$ cat config.mk
export PLATFORM = sky130hd
export DESIGN_NAME = branch_resolve_unit
export DESIGN_NICKNAME = d
export VERILOG_FILES = /design/src/rtl/branch_resolve_unit.sv
export SDC_FILE = /design/constraint.sdc
export NUM_CORES = 1
export LEC_CHECK = 0
export ABC_CLOCK_PERIOD_IN_PS = 4400
export BUFFER_PORTS_ARGS = -buffer_cell sky130_fd_sc_hd__buf_4
export CORE_ASPECT_RATIO = 1.75
export CORE_MARGIN = 5
export CORE_UTILIZATION = 35
export CTS_CLUSTER_DIAMETER = 50
export DETAILED_ROUTE_END_ITERATION = 10
export HOLD_SLACK_MARGIN = 0.05
export SKIP_CTS_REPAIR_TIMING = 1
export SLEW_MARGIN = 10
export SYNTH_ARGS = -nofsm -noshare
export SYNTH_HDL_FRONTEND = slang
export SYNTH_SLANG_ARGS = --single-unit
$ cat constraint.sdc
create_clock -name clk -period 4.4 [get_ports clk]
set_input_delay 0.44 -clock clk [delete_from_list [all_inputs] [get_ports clk]]
set_output_delay 0.44 -clock clk [all_outputs]
set_load 0.02 [all_outputs]
$ cat src/rtl/branch_resolve_unit.sv
// ID-stage branch resolver: operand forwarding mux, RV32I branch compare,
// same-cycle PC redirect / IF-ID flush, stall watchdog FSM and saturating
// branch statistics counters.
module branch_resolve_unit #(
  parameter int unsigned XLEN      = 32,
  parameter int unsigned CNT_W     = 32,
  parameter int unsigned STALL_MAX = 2
) (
  input  logic            clk,
  input  logic            rst_n,
  input  logic            id_valid,
  input  logic            id_hold,
  input  logic [6:0]      opcode,
  input  logic [2:0]      funct3,
  input  logic [XLEN-1:0] pc,
  input  logic [XLEN-1:0] imm,
  input  logic [XLEN-1:0] rs1_rf,
  input  logic [XLEN-1:0] rs2_rf,
  input  logic [XLEN-1:0] wb_data,
  input  logic [XLEN-1:0] mem_result,
  input  logic [XLEN-1:0] ex_result,
  input  logic [1:0]      beqFA,
  input  logic [1:0]      beqFB,
  input  logic            stall_en_beq,
  output logic            branch_taken,
  output logic [XLEN-1:0] branch_target,
  output logic            if_id_flush,
  output logic            hazard_error,
  output logic [CNT_W-1:0] stat_branches,
  output logic [CNT_W-1:0] stat_taken,
  output logic [CNT_W-1:0] stat_stall_cycles
);

  localparam logic [6:0]      OpBranch = 7'b1100011;
  localparam int unsigned     RunW     = $clog2(STALL_MAX + 2);
  localparam logic [RunW-1:0] RunSat   = RunW'(STALL_MAX + 1);
  localparam logic [RunW-1:0] RunMax   = RunW'(STALL_MAX);

  typedef enum logic {StIdle, StStalled} state_e;

  state_e          state_q, state_d;
  logic [RunW-1:0] stall_run_q, stall_run_d;
  logic            hazard_q, hazard_d;
  logic [CNT_W-1:0] br_cnt_q, br_cnt_d;
  logic [CNT_W-1:0] tk_cnt_q, tk_cnt_d;
  logic [CNT_W-1:0] st_cnt_q, st_cnt_d;

  logic            is_branch;
  logic            branch_stall;
  logic            resolve;
  logic            cond;
  logic [XLEN-1:0] op_a;
  logic [XLEN-1:0] op_b;

  assign is_branch    = id_valid & (opcode == OpBranch);
  assign branch_stall = is_branch & stall_en_beq;
  assign resolve      = is_branch & ~stall_en_beq & ~id_hold;

  // Forwarding muxes: 0 = register file, 1 = WB, 2 = MEM, 3 = EX.
  always_comb begin
    unique case (beqFA)
      2'd0:    op_a = rs1_rf;
      2'd1:    op_a = wb_data;
      2'd2:    op_a = mem_result;
      default: op_a = ex_result;
    endcase
    unique case (beqFB)
      2'd0:    op_b = rs2_rf;
      2'd1:    op_b = wb_data;
      2'd2:    op_b = mem_result;
      default: op_b = ex_result;
    endcase
  end

  // Branch condition by funct3; 010/011 are never taken.
  always_comb begin
    cond = 1'b0;
    case (funct3)
      3'b000:  cond = (op_a == op_b);
      3'b001:  cond = (op_a != op_b);
      3'b100:  cond = ($signed(op_a) < $signed(op_b));
      3'b101:  cond = ($signed(op_a) >= $signed(op_b));
      3'b110:  cond = (op_a < op_b);
      3'b111:  cond = (op_a >= op_b);
      default: cond = 1'b0;
    endcase
  end

  // Redirect is gated off while reset is asserted; the target is always driven.
  assign branch_taken  = resolve & cond & rst_n;
  assign if_id_flush   = branch_taken;
  assign branch_target = pc + imm;

  // Stall-tracking FSM next state and sticky watchdog.
  always_comb begin
    state_d     = state_q;
    stall_run_d = stall_run_q;
    hazard_d    = hazard_q;
    unique case (state_q)
      StIdle: begin
        if (branch_stall) begin
          state_d     = StStalled;
          stall_run_d = RunW'(1);
        end
      end
      StStalled: begin
        if (branch_stall) begin
          stall_run_d = (stall_run_q == RunSat) ? stall_run_q : stall_run_q + RunW'(1);
        end else begin
          state_d     = StIdle;
          stall_run_d = '0;
        end
      end
      default: begin
        state_d     = StIdle;
        stall_run_d = '0;
      end
    endcase
    if (stall_run_d > RunMax) begin
      hazard_d = 1'b1;
    end
  end

  // Saturating statistics counters.
  always_comb begin
    br_cnt_d = br_cnt_q;
    tk_cnt_d = tk_cnt_q;
    st_cnt_d = st_cnt_q;
    if (resolve && (br_cnt_q != '1)) br_cnt_d = br_cnt_q + CNT_W'(1);
    if (branch_taken && (tk_cnt_q != '1)) tk_cnt_d = tk_cnt_q + CNT_W'(1);
    if (branch_stall && (st_cnt_q != '1)) st_cnt_d = st_cnt_q + CNT_W'(1);
  end

  // State registers.
  always_ff @(posedge clk or negedge rst_n) begin
    if (!rst_n) begin
      state_q     <= StIdle;
      stall_run_q <= '0;
      hazard_q    <= 1'b0;
      br_cnt_q    <= '0;
      tk_cnt_q    <= '0;
      st_cnt_q    <= '0;
    end else begin
      state_q     <= state_d;
      stall_run_q <= stall_run_d;
      hazard_q    <= hazard_d;
      br_cnt_q    <= br_cnt_d;
      tk_cnt_q    <= tk_cnt_d;
      st_cnt_q    <= st_cnt_d;
    end
  end

  assign hazard_error      = hazard_q;
  assign stat_branches     = br_cnt_q;
  assign stat_taken        = tk_cnt_q;
  assign stat_stall_cycles = st_cnt_q;

endmodule

After elaboration in Yosys (flattened, before gate mapping)
Index checks and enable logic that the tools add are counted.
{"block": "word_totals", "inputBits": 243, "register_bits": 100, "output_inout_bits": 131, "word_cells": 55}
{"block": "op_classes", "mux": 8, "n_reduce_logical": 6, "n_lt_le_gt_ge": 5, "bitwise": 9, "add_sub_neg": 5, "eq_ne": 16}
{"cell": "32-bit case mux with 3 select lines", "count": 2}
{"cell": "32-bit by 1-bit adder with 32-bit output, second input constant", "count": 3}
{"cell": "32-bit inequality test, second input constant", "count": 3}
{"cell": "32-bit greater-or-equal comparator", "count": 2}
{"cell": "32-bit less-than comparator", "count": 2}
{"cell": "32-bit adder", "count": 1}
{"cell": "32-bit == test", "count": 1}
{"cell": "32-bit inequality test", "count": 1}
{"cell": "3-bit == test, second input constant", "count": 4}
{"cell": "7-bit == test, second input constant", "count": 1}
{"cell": "1-bit bitwise AND", "count": 6}
{"cell": "2-bit == test, second input constant", "count": 3}
{"cell": "2-bit 2-to-1 mux", "count": 3}
{"cell": "1-bit case mux with 6 select lines", "count": 1}
{"cell": "2-bit by 1-bit == test with 1-bit output, second input constant", "count": 2}
{"cell": "2-bit logical NOT", "count": 2}
{"cell": "2-bit case mux with 2 select lines", "count": 1}
{"cell": "3-bit by 1-bit == test with 1-bit output, second input constant", "count": 1}
{"cell": "1-bit logical AND", "count": 3}
{"cell": "3-bit logical NOT", "count": 1}
{"cell": "1-bit inverter", "count": 3}
{"cell": "2-bit by 1-bit adder with 2-bit output, second input constant", "count": 1}
{"cell": "2-bit > comparator, second input constant", "count": 1}
{"cell": "1-bit 2-to-1 mux", "count": 1}

Longest topological paths before layout
{"block": "logic_depth", "word_depth": 7, "depth_mapped": 16, "depth_no_buf": 12}

Least setup slack after synthesis
No wires, ideal clock.
{"block": "synth_timing", "kind": "input port to output port", "from": "input port beqFA[0]", "to": "output port if_id_flush", "stages": 12, "t_arrival_ns": 4.090, "setup_slack_ns": -0.130, "path_buffers": 3, "t_required_ns": 3.960, "cell_sequence": "clkbuf_1 buf_1 mux4_2 ha_1 a21o_1 a21oi_1 o211ai_1 a2bb2oi_1 nor3_1 mux2i_1 nor3b_1 buf_4"}
{"block": "synth_via", "elab_chain_cells": 6, "elab_cells_between_ends": 13, "classes_between": "4 x order compare; 4 x eq/ne; 2 x mux; 2 x bitwise; 1 x reduce/logical"}
{"item": "from (decl)", "line_no": "22", "source": "input logic [1:0] beqFA,"}
{"item": "2-bit == test (tied with other cells)", "line_no": "61", "source": "unique case (beqFA)"}
{"item": "32-bit case mux with 3 select lines (*)", "line_no": "61"}
{"item": "32-bit greater-or-equal comparator (tied with other cells)", "line_no": "84", "source": "3'b111: cond = (op_a >= op_b);"}
{"item": "1-bit case mux with 6 select lines (*)", "line_no": "78", "source": "case (funct3)"}
{"item": "1-bit bitwise AND (*) (2 in a row)", "line_no": "90", "source": "assign branch_taken = resolve & cond & rst_n;"}
{"item": "to (decl)", "line_no": "27", "source": "output logic if_id_flush,"}
Mark *: on every way between the ends. The rest lies on a longest branch, timed or not.

Final worst setup path
{"block": "layout_timing", "from": "input port beqFA[0]", "to": "output port branch_taken"}
{"block": "layout_via", "elab_chain_cells": 6, "elab_cells_between_ends": 13, "classes_between": "4 x order compare; 4 x eq/ne; 2 x mux; 2 x bitwise; 1 x reduce/logical"}
{"item": "2-bit == test (tied with other cells)", "line_no": "61"}
{"item": "32-bit case mux with 3 select lines (*)", "line_no": "61"}
{"item": "32-bit greater-or-equal comparator (tied with other cells)", "line_no": "84"}
{"item": "1-bit case mux with 6 select lines (*)", "line_no": "78"}
{"item": "1-bit bitwise AND (*) (2 in a row)", "line_no": "90"}
{"item": "to (decl)", "line_no": "25", "source": "output logic branch_taken,"}
Marks and branches as above.

==> results.toml <==
[drt]
ant_nets = 0
vias = 8057
viasPerCell = 5.29
routedWlPerCell_um = 19.2
drc_errors = 0
firstDrtPassIters = 4
first_iter_violations = 280
drt_wl_total_mm = 29.2

[global_routing]
antenna_found_initial = 3
overflow = 0
grt_pass1_wl_mm = 45.7
track_usage = 0.211
grt_pass1_vias = 8608
grt_max_degree = 69

[worst_setup_path]
cp-start-kind = "input pin"
cp.depth = 12
cp-end-kind = "primary output"
path_buf_inv = 3
crit_chain = "buf_4, buf_12, mux4_2, ha_1, a21oi_1, o21ai_1, a221oi_1, o22ai_1, nor3_1, mux2i_1, nor3b_2, buf_4"
critPathArrivalTime_ns = 3.62
crit_fanout = 18
worstRegToRegCells = 10
worst_ep_required_time_ns = 3.96
slowest_stage = "mux4_2"
cpLargestDelayFamily = "multiplexers"
critPathKind = "input pin to primary output"
cpMostUsedCell = "buf_4"
cpPeakStageDelay_ns = 0.52

[power]
power.net_switching_mw = 0.800
switching_share = 0.302
power_mw = 2.65
power_frac_comb = 0.360
pwr-share-seq = 0.349
peakVddDrop_mv = 0.151
power_density_nw_per_um2 = 222
intPower_mw = 1.85
pwr-share-clk = 0.291
p_leak_nw = 5.93

[logic_synthesis]
synthFlopType = "dfrtp_1"
synth-seq-cells = 100
synth_area_leaders = "dfrtp_1, mux4_2, ha_1"
synth_top_area_frac = 0.297
synth_cell_types = 67
postSynthCellCount = 828
synth_edf_count = 0
synth_common_cells = "dfrtp_1, nand2_1, ha_1"
async_flop_share = 1.00
yosysTopAreaCell = "dfrtp_1"
synth_warnings = 0
syn_area_um2 = 8420
synth_area_per_cell_um2 = 10.2
synth_nets = 1138
ys_seq_area_frac = 0.297
yosysMostFrequentCell = "dfrtp_1"

[clocking]
clock_latency_ns = 0.35
cts_tree = "yes"
cts_buffers = 9
clkSlewWorstSetupHoldPaths_ns = 0.07
cts_sinks = 100
htreeDepth = 3
clock-root-buffer = "clkbuf_16"
clockBufferDepth = 2

[timing]
rsz0062_at_grt = "false"
relSlewSlack = 0.419
setup_viol = 0
fin_hold_ws_ns = 0.0408
tns_ns = 0
fin_skew_ns = 0.0103
fin_crit_sh = 0.922
period_needed_ns = 4.06
slew_viol_final = 0
hold_viol = 0
fmax_mhz = 247
tightest_slew_ns = 0.871

[floorplan]
fp.dieW_um = 127
die-area_um2 = 27400
die_h_um = 215
rows = 75
start_util = 0.353
pin_count = 374
core-area_um2 = 23800

[finish]
regArea_um2 = 2500
syn2layout_area_growth_pct = 41.9
drive_above_1_share = 0.400
nets = 1517
multi_input_area_um2 = 5630
stdcell_area_um2 = 11900
fillers = 2301
fin_cells = 1522

[placement]
dp_hpwl_mm = 25.4
dp.cells = 1504
io_buffers = 373
routabilityCongestion = 0.916
place_area_um2 = 11700

[status]
status = "completed"

[worst_hold_path]
min_path_type = "input pin to asynchronous set/reset pin"

[job]
maxCapViolCount = 0
cell usage in the layout (no fill, tap or decap), types with 3 or more instances in the layout:
master       n
o211ai_1     6
o31a_1       4
and3_1      15
nand3_1     45
mux2_2       3
dfrtp_1    100
nor4_1       5
o21a_1       9
a21oi_1     39
a21o_1       9
and4_1      11
nand2b_1     5
or3_1        7
nand4_1     20
buf_4      385
nor2b_1      4
or2_2        3
mux4_2      64
ha_1        66
clkbuf_16    9
o21ai_0     18
nor3_1      14
xnor2_1     64
inv_1       54
and2_1       5
nor3_2       4
xor2_1      55
a31oi_1      5
nand2_1     68
nor2_1      62
diode_2      3
a211oi_1     5
per-layer routing:
layer	routed length (µm)	vias to the layer above	global-route usage
met1	9700	3872	0.209
met3	1800	67	0.0452
met4	1660	0	0.114
met5	0	-	0
met2	16000	298	0.397
li1	-	3820	-
power by group through the flow:
stage          combinational, mW  sequential (mW)  clock (mW)
4_1_cts                    0.966            0.924       0.790
5_1_grt                     1.04            0.924       0.830
6_report                   0.954            0.924       0.770
2_1_floorplan              0.526            0.943           0
3_3_place_gp               0.954            0.941           0
3_5_place_dp               0.963            0.942           0
final cells by class:
type | instances | area share
multi-input cells | 655 | 0.472
repair buffers | 387 | 0.245
flip-flops and latches | 100 | 0.209
well taps | 308 | 0.0323
clock buffers | 11 | 0.0195
inverters | 54 | 0.0170
clock inverters | 4 | 0.00429
diodes | 3 | 0.000628
worst reg2reg max path, delay by kind of cell, from the launching register on:
family                     cells  cell delay, ns
adders and majority gates      1            0.23
xor gates and xnor gates       1            0.15
and+or+nand+nor                7            1.87
DFF                            1            0.43
AOI/OAI and AO/OA              1            0.35
final timing paths:
| check | slack, ns | to | start |
|---|---|---|---|
| worst min-delay path | 0.04 | stat_taken[10]$_DFFE_PN0P_ | rst_n |
| worst min register to register | 0.49 | hazard_error$_DFFE_PN0N_ | hazard_error$_DFFE_PN0N_ |
| max in group asynchronous | 3.11 | stat_branches[12]$_DFFE_PN0P_ | rst_n |
| worst max-delay path | 0.34 | branch_taken | beqFA[0] |
| worst max register to register | 1.26 | stat_stall_cycles[27]$_DFFE_PN0P_ | stat_stall_cycles[0]$_DFFE_PN0P_ |
| min in group clk | 0.49 | hazard_error$_DFFE_PN0N_ | hazard_error$_DFFE_PN0N_ |
stage by stage:
step                      setup WS, ns  utilization
after floorplan                  0.131            -
after global placement           0.239        0.489
after detailed placement         0.166        0.489
after CTS                        0.303        0.501
after global routing            0.0747        0.501
final                            0.345        0.501
cells by family (layout without fill, tap and decap cells):
kind of cell,count (synthesis),after routing,synth area share
muxes,69,69,0.178
buffers and inverters,73,456,0.0345
adders and majority gates,67,67,0.100
and+or+nand+nor,282,282,0.174
AOI/OAI and AO/OA,118,118,0.0923
xor gates and xnor gates,119,119,0.124
DFF,100,100,0.297
other,0,3,0
state kept, by name, summed over array words and instances, names as in the netlist:
| name | count |
|---|---|
| state_q | 1 |
| stat_branches | 32 |
| hazard_error | 1 |
| stat_stall_cycles | 32 |
| stat_taken | 32 |
| stall_run_q | 2 |
Power figures use the tool's default switching activity.
